**src/rtl/pc_redirect_ctrl_pkg.sv**
```systemverilog
// Shared definitions for the PC redirect controller: state encoding,
// NOP instruction word and default reset PC.
package pc_redirect_ctrl_pkg;

  typedef enum logic [1:0] {
    ST_RUN        = 2'd0,
    ST_HAZ        = 2'd1,
    ST_REDIR_PEND = 2'd2,
    ST_HALT       = 2'd3
  } pc_state_e;

  localparam logic [15:0] NOP_INSTR        = 16'h0000;
  localparam logic [15:0] RESET_PC_DEFAULT = 16'h0000;
  localparam logic [15:0] PC_STEP          = 16'h0002;

endpackage

```
**src/rtl/pc_redirect_ctrl_sat_counter.sv**
```systemverilog
// Saturating up-counter: increments on inc, sticks at all-ones.
module sat_counter #(
  parameter int W = 16
) (
  input  logic         clk,
  input  logic         rst_n,
  input  logic         inc,
  output logic [W-1:0] count
);

  logic [W-1:0] count_r;

  // count register, frozen once it reaches all-ones
  always_ff @(posedge clk or negedge rst_n) begin
    if (!rst_n) begin
      count_r <= '0;
    end else if (inc && (count_r != {W{1'b1}})) begin
      count_r <= count_r + {{(W-1){1'b0}}, 1'b1};
    end else begin
      count_r <= count_r;
    end
  end

  assign count = count_r;

endmodule

```
**src/rtl/pc_redirect_ctrl.sv**
```systemverilog
// Architectural PC owner: sequences branch/jump resolution into fetch
// redirects, stalls on rs hazards, parks targets across fetch stalls.
module pc_redirect_ctrl
  import pc_redirect_ctrl_pkg::*;
#(
  parameter logic [15:0] RESET_PC = RESET_PC_DEFAULT,
  parameter int          CNT_W    = 16
) (
  input  logic             clk,
  input  logic             rst_n,
  input  logic             fetch_ready,
  input  logic             is_bj,
  input  logic             pc_sel,
  input  logic [15:0]      pc_jump_out,
  input  logic             rs_hazard,
  input  logic             halt_id,
  output logic [15:0]      pc,
  output logic             if_id_en,
  output logic             if_id_flush,
  output logic             id_bubble,
  output logic             redirect,
  output logic             halted,
  output logic [CNT_W-1:0] br_total_cnt,
  output logic [CNT_W-1:0] br_taken_cnt
);

  pc_state_e   state_r, state_nxt_s;
  logic [15:0] pc_r, pc_nxt_s;
  logic [15:0] tgt_r, tgt_nxt_s;
  logic        if_id_en_s, if_id_flush_s, id_bubble_s, redirect_s, halted_s;
  logic        inc_total_s, inc_taken_s;

  // state, pc and latched redirect target
  always_ff @(posedge clk or negedge rst_n) begin
    if (!rst_n) begin
      state_r <= ST_RUN;
      pc_r    <= RESET_PC;
      tgt_r   <= 16'h0000;
    end else begin
      state_r <= state_nxt_s;
      pc_r    <= pc_nxt_s;
      tgt_r   <= tgt_nxt_s;
    end
  end

  // next-state and control decode; stall beats resolve beats halt beats sequential
  always_comb begin
    state_nxt_s   = state_r;
    pc_nxt_s      = pc_r;
    tgt_nxt_s     = tgt_r;
    if_id_en_s    = 1'b0;
    if_id_flush_s = 1'b0;
    id_bubble_s   = 1'b0;
    redirect_s    = 1'b0;
    halted_s      = 1'b0;
    inc_total_s   = 1'b0;
    inc_taken_s   = 1'b0;
    case (state_r)
      ST_RUN, ST_HAZ: begin
        if (is_bj && rs_hazard) begin
          id_bubble_s = 1'b1;
          state_nxt_s = ST_HAZ;
        end else if (is_bj && pc_sel) begin
          inc_total_s   = 1'b1;
          inc_taken_s   = 1'b1;
          if_id_flush_s = 1'b1;
          if (fetch_ready) begin
            pc_nxt_s    = pc_jump_out;
            redirect_s  = 1'b1;
            state_nxt_s = ST_RUN;
          end else begin
            tgt_nxt_s   = pc_jump_out;
            state_nxt_s = ST_REDIR_PEND;
          end
        end else if (!is_bj && halt_id) begin
          if_id_flush_s = 1'b1;
          state_nxt_s   = ST_HALT;
        end else begin
          // not-taken branch still counts as resolved
          inc_total_s = is_bj;
          state_nxt_s = ST_RUN;
          if (fetch_ready) begin
            pc_nxt_s   = pc_r + PC_STEP;
            if_id_en_s = 1'b1;
          end else begin
            if_id_flush_s = 1'b1;
          end
        end
      end
      ST_REDIR_PEND: begin
        if_id_flush_s = 1'b1;
        if (fetch_ready) begin
          pc_nxt_s    = tgt_r;
          redirect_s  = 1'b1;
          state_nxt_s = ST_RUN;
        end else begin
          state_nxt_s = ST_REDIR_PEND;
        end
      end
      ST_HALT: begin
        if_id_flush_s = 1'b1;
        halted_s      = 1'b1;
      end
      default: begin
        if_id_flush_s = 1'b1;
        state_nxt_s   = ST_RUN;
      end
    endcase
  end

  sat_counter #(.W(CNT_W)) u_total_cnt (
    .clk   (clk),
    .rst_n (rst_n),
    .inc   (inc_total_s),
    .count (br_total_cnt)
  );

  sat_counter #(.W(CNT_W)) u_taken_cnt (
    .clk   (clk),
    .rst_n (rst_n),
    .inc   (inc_taken_s),
    .count (br_taken_cnt)
  );

  assign pc          = pc_r;
  assign if_id_en    = if_id_en_s;
  assign if_id_flush = if_id_flush_s;
  assign id_bubble   = id_bubble_s;
  assign redirect    = redirect_s;
  assign halted      = halted_s;

endmodule

```
**config.mk**
```make
export PLATFORM = sky130hd
export DESIGN_NAME = pc_redirect_ctrl
export DESIGN_NICKNAME = d
export VERILOG_FILES = /design/src/rtl/pc_redirect_ctrl_pkg.sv /design/src/rtl/pc_redirect_ctrl_sat_counter.sv /design/src/rtl/pc_redirect_ctrl.sv
export SDC_FILE = /design/constraint.sdc
export NUM_CORES = 1
export LEC_CHECK = 0
export CORE_ASPECT_RATIO = 1.4
export CORE_MARGIN = 2
export CORE_UTILIZATION = 55
export DETAILED_ROUTE_END_ITERATION = 7
export PLACE_DENSITY = 0.86
export SETUP_SLACK_MARGIN = 0.4
export SLEW_MARGIN = 20
export SYNTH_ARGS = -nofsm -noshare
export SYNTH_HDL_FRONTEND = slang
export SYNTH_SLANG_ARGS = --single-unit
```
**constraint.sdc**
```tcl
create_clock -name clk -period 3.58 [get_ports clk]
set_input_delay 0.358 -clock clk [delete_from_list [all_inputs] [get_ports clk]]
set_output_delay 0.358 -clock clk [all_outputs]
set_load 0.005 [all_outputs]
```
; ---- After elaboration in Yosys (flattened, before gate mapping)
; Index checks and enable logic that the tools add are counted.
[totals]
ff_bits = 66
output_inout_bits = 53
[op_classes]
add_sub_neg = 3
eq_ne = 10
mux = 35
bitwise = 2
n_reduce_logical = 12
[ops]
columns = op, n
row1 = 16-bit two-way mux, 6
row2 = 16-bit by 1-bit adder with 16-bit output (second input constant), 2
row3 = 16-bit inequality test (second input constant), 2
row4 = 16-bit one-hot mux with 2 select lines, 1
row5 = 1-bit two-way mux, 21
row6 = 16-bit by 2-bit adder with 16-bit output (second input constant), 1
row7 = 3-bit inequality test (second input constant), 3
row8 = 2-bit two-way mux, 4
row9 = 6-bit AND reduction, 1
row10 = 1-bit logical AND, 5
row11 = 2-bit equality test (second input constant), 2
row12 = 2-bit inequality test (second input constant), 2
row13 = 1-bit one-hot mux with 2 select lines, 2
row14 = 2-bit one-hot mux with 2 select lines, 1
row15 = 4-bit AND reduction, 1
row16 = 2-bit OR reduction, 2
row17 = 2-bit by 1-bit equality test with 1-bit output (second input constant), 1
row18 = 2-bit zero test, 1
row19 = 1-bit NOT, 2
row20 = 2-bit nonzero test, 1
row21 = 1-bit zero test, 1

; ---- Longest topological paths before layout
[depth]
word_depth = 7
depth_mapped = 6

; ---- Modules after synthesis
; A second synthesis with hierarchy kept.
[hier_totals]
hier_cells = 355
area_unflattened_um2 = 3707.3
[by_module_without_submodules]
columns = module, n_inst, cells_per_inst, area_per_inst_um2, seq_area_each_um2
row1 = pc_redirect_ctrl, 1, 211, 2065.7, 850.8
row2 = sat_counter (u_taken_cnt), 1, 72, 859.6, 400.4
row3 = sat_counter (u_total_cnt), 1, 72, 782.0, 400.4

; ---- Least setup slack after synthesis
; No wires, ideal clock.
[synth_timing]
path_type = reg-to-reg
from = reg pc_r[1], in the netlist pc[1]
to = reg pc_r[13], in the netlist pc[13]
setup_time_ns = 0.139
arrival_time_ns = 1.639
slack_ns = 1.802
stages_incl_launch_ff = 6
path_buffers = 0
synth_period_minus_slack_ns = 1.778
path_cell_list = dfrtp_1 > ha_1 > nand3_2 > or4_1 > a211oi_1 > o221ai_1
[synth_via]
elab_chain_len = 6
[synth_rtl]
columns = item, line_no
row1 = from (decl), pc_redirect_ctrl.sv:28  ; logic [15:0] pc_r, pc_nxt_s;
row2 = from (signal assigned), pc_redirect_ctrl.sv:41  ; pc_r <= pc_nxt_s;
row3 = 16-bit by 2-bit adder with 16-bit output, pc_redirect_ctrl.sv:83  ; pc_nxt_s = pc_r + PC_STEP;
row4 = 16-bit two-way mux, pc_redirect_ctrl.sv:82  ; if (fetch_ready) begin
row5 = 16-bit two-way mux, pc_redirect_ctrl.sv:75  ; end else if (!is_bj && halt_id) begin
row6 = 16-bit two-way mux, pc_redirect_ctrl.sv:63  ; end else if (is_bj && pc_sel) begin
row7 = 16-bit two-way mux, pc_redirect_ctrl.sv:60  ; if (is_bj && rs_hazard) begin
row8 = 16-bit one-hot mux with 2 select lines, pc_redirect_ctrl.sv:58  ; case (state_r)
; No other way between the ends. The select of a mux whose other input is x is not followed.
; A chain may end at the register's enable or synchronous reset.

; ---- Worst setup path after layout
[layout_timing]
from = reg state_r[1]
to = out redirect
[layout_via]
elab_chain_len = 3
word_cells_on_any_way = 5
classes_between = eq/ne (2) / mux (1) / reduce/logical (2)
[layout_rtl]
columns = item, line_no
row1 = from (decl), pc_redirect_ctrl.sv:27  ; pc_state_e state_r, state_nxt_s;
row2 = from (signal assigned), pc_redirect_ctrl.sv:40  ; state_r <= state_nxt_s;
row3 = 2-bit by 1-bit equality test with 1-bit output or 2-bit zero test (tied branches), pc_redirect_ctrl.sv:58
row4 = 2-bit OR reduction, pc_redirect_ctrl.sv:58
row5 = 1-bit one-hot mux with 2 select lines *, pc_redirect_ctrl.sv:58
row6 = to (decl), pc_redirect_ctrl.sv:21  ; output logic redirect,
; Every way passes the cells marked *; elsewhere a longest branch is shown, timed or not.

==> impl_metrics.ini <==
[status]
status = completed

[routing]
dr.pass1.iters = 5
drtAntennaViolNets = 0
num_vias = 3092
drtIter0Drc = 297
drc = 0
drt_wl_total_mm = 8.51
viasPerCell = 6.12
wl_per_cell_um = 16.8

[clock_network]
clk-insertion-delay-late_ps = 350
cts_buffers = 9
cts.path.max_buffers = 2
cts_tree = yes
postCtsHoldBufs = 0
cts_max_level = 3
cts_root_buf = clkbuf_8
clkTransAtPathRegs_ps = 80
cts_setup_buffers = 0
post_cts_resize_count = 0
clock_sinks = 66

[critical_path]
max_stage_delay_ps = 710
critPathSlowestCell = and2b_1
cp_top_family = simple AND/OR/NAND/NOR gates
crit_type = reg -> out
setup.worst_path.end_class = output pin
start_kind = flop
cp.arrival_ps = 2480
path_max_fanout = 25
worstPathCellList = and2b_1 > o21ai_0 > inv_1 > clkdlybuf4s50_1
critical_path_buf_inv_count = 2
cp.required_ps = 3220

[pwr]
p_per_area_mw_per_mm2 = 606
peakVddDrop_v = 0.000480
p_leak_nw = 2.04
total_power_mw = 2.78

[synth]
synth_top_area_share_pct = 46.0
synthArstFlopShare_pct = 100
synth_cell_types = 57
synth_fp_nets = 378
yosysTopAreaCell = dfrtp_1
ys_ff_latch = 66
synth.avg_cell_area_um2 = 10.2
yosysMostFrequentCell = dfrtp_1
syn_inst = 352
synth_edf_count = 0
ys_warn_count = 0
synthFlopType = dfrtp_1
syn_area_mm2 = 0.00359
yosys-top-cells-count = dfrtp_1 (66), nand2_1 (26), nor2_1 (26)
synthTopCellsByArea = dfrtp_1 (46%), xor2_1 (4.9%), mux2_1 (3.1%)
ys_seq_area_share_pct = 46.0

[global_route]
grt_pass1_wl_mm = 13.9
grt_max_degree = 40
grt_usage_pct = 24.7
antenna_found_initial = 0
overflow = 0
grt_pass1_vias = 2971

[sta]
slew_violations = 0
setup_viol = 0
period_share_pct = 79.2
timing.slew.headroom_pct = 39.7
fmax_mhz = 353
tns_ps = 0
final.setup.worst_slack_ps = 744
fin_crit_ps = 2840
final_hold_viol_count = 0
rsz0062_at_grt = false
worst_slew_pin_slew_ps = 905
skew_ps = 13.0

[place]
gp_congestion = 0.879
hpwl_mm = 5.85
port_buffers = 75
dp_slack_ps = 784
dpl_cell_area_mm2 = 0.00439

[final_layout]
syn_to_final_growth_pct = 27.8
final_layout_size_suffix_gt1_share_pct = 10.4
design_area_mm2 = 0.00459
num_antenna_cells = 0
nets = 454
n_fill_cell = 476

[floorplanning]
core_mm2 = 0.00625
die_x_um = 72.3
die-area_mm2 = 0.00720
num_io_pins = 76
die_h_um = 99.6
rows = 34
start_util_pct = 57.4

[min_path]
hold_class = in -> async

[job]
cap_violations = 0
-- report_power, final --
group | switching [mW] | internal, mW | total (mW)
clock | 0.301 | 0.340 | 0.641
combinational | 0.392 | 0.535 | 0.928
sequential | 0.247 | 0.964 | 1.21
total | 0.941 | 1.84 | 2.78
-- through the flow --
| stage | util, % | std cells | hold WS (ps) |
|---|---|---|---|
| final | 73.4 | 505 | 127 |
| after global routing | 73.4 | 505 | 209 |
| after CTS | 73.4 | 505 | 156 |
| after detailed placement | 70.1 | 489 | 468 |
| after global placement | 70.1 | 489 | 459 |
| after floorplan | - | 352 | 62.4 |
-- layout make-up --
cell class | count | area [um2] | share of cell area (%)
repair buffers | 78 | 768 | 16.7
clock inverters | 6 | 66.3 | 1.44
well taps | 72 | 90.1 | 1.96
clock buffers | 10 | 138 | 3.00
flip-flops and latches | 66 | 1650 | 36.0
multi-input cells | 262 | 1830 | 40.0
inverters | 11 | 41.3 | 0.900
-- registers in the layout (all words and copies together) (netlist names) --
| register | flops |
|---|---|
| state_r | 2 |
| u_total_cnt.count | 16 |
| tgt_r | 16 |
| u_taken_cnt.count | 16 |
| pc | 16 |
-- worst reg2reg max path: cells and delay by family, from the launching register on --
kind	cells	cell delay [ps]
and+or+nand+nor	2	990
buffers and inverters	1	110
muxes	1	370
AOI/OAI and AO/OA	1	290
DFF	1	510
-- cells in the final DEF, fill, tap and decap left out, drive strengths merged, types with 6 or more instances in the layout --
cell           synthesis  routed
a211oi                 6       6
a21oi                 16      16
a221o                  7       7
a31oi                 14      14
and3                  16      16
clkbuf                 8      10
clkdlybuf4s50          0      74
dfrtp                 66      66
inv                   11      11
mux2                  22      22
nand2                 27      27
nand3                 13      13
nand4                 14      14
nor2                  27      27
nor3                   6       6
nor4                   7       7
o21ai                  8       8
xnor2                  6       6
xor2                  20      20
-- worst paths after layout --
path / end / depth (start not counted) / start / slack [ps]
setup / recovery: redirect / 4 / state_r[1] / 740
max in group asynchronous: pc[10] / 2 / rst_n / 2550
hold / removal: u_taken_cnt.count[14] / 1 / rst_n / 130
hold reg to reg: tgt_r[8] / 1 / tgt_r[8] / 480
min in group clk: tgt_r[8] / 1 / tgt_r[8] / 480
setup reg to reg: pc[2] / 5 / state_r[1] / 1200
-- cell families after synthesis --
group	count (synthesis)	share of synthesized area, %
adders and majority gates	3	1.05
xor gates and xnor gates	26	6.34
DFF	66	46.0
AOI/OAI and AO/OA	73	14.3
and+or+nand+nor	136	21.8
muxes	24	7.67
buffers and inverters	24	2.93
-- layer usage --
layer | vias to the layer above | GRT usage (%) | part of all wire, %
li1 | 1470 | - | -
met1 | 1487 | 33.5 | 43
met2 | 122 | 38.8 | 49
met3 | 13 | 4.26 | 6.0
met4 | 0 | 10.3 | 2.0
met5 | - | 0 | 0
No activity file was read; power rests on OpenSTA's default activity.
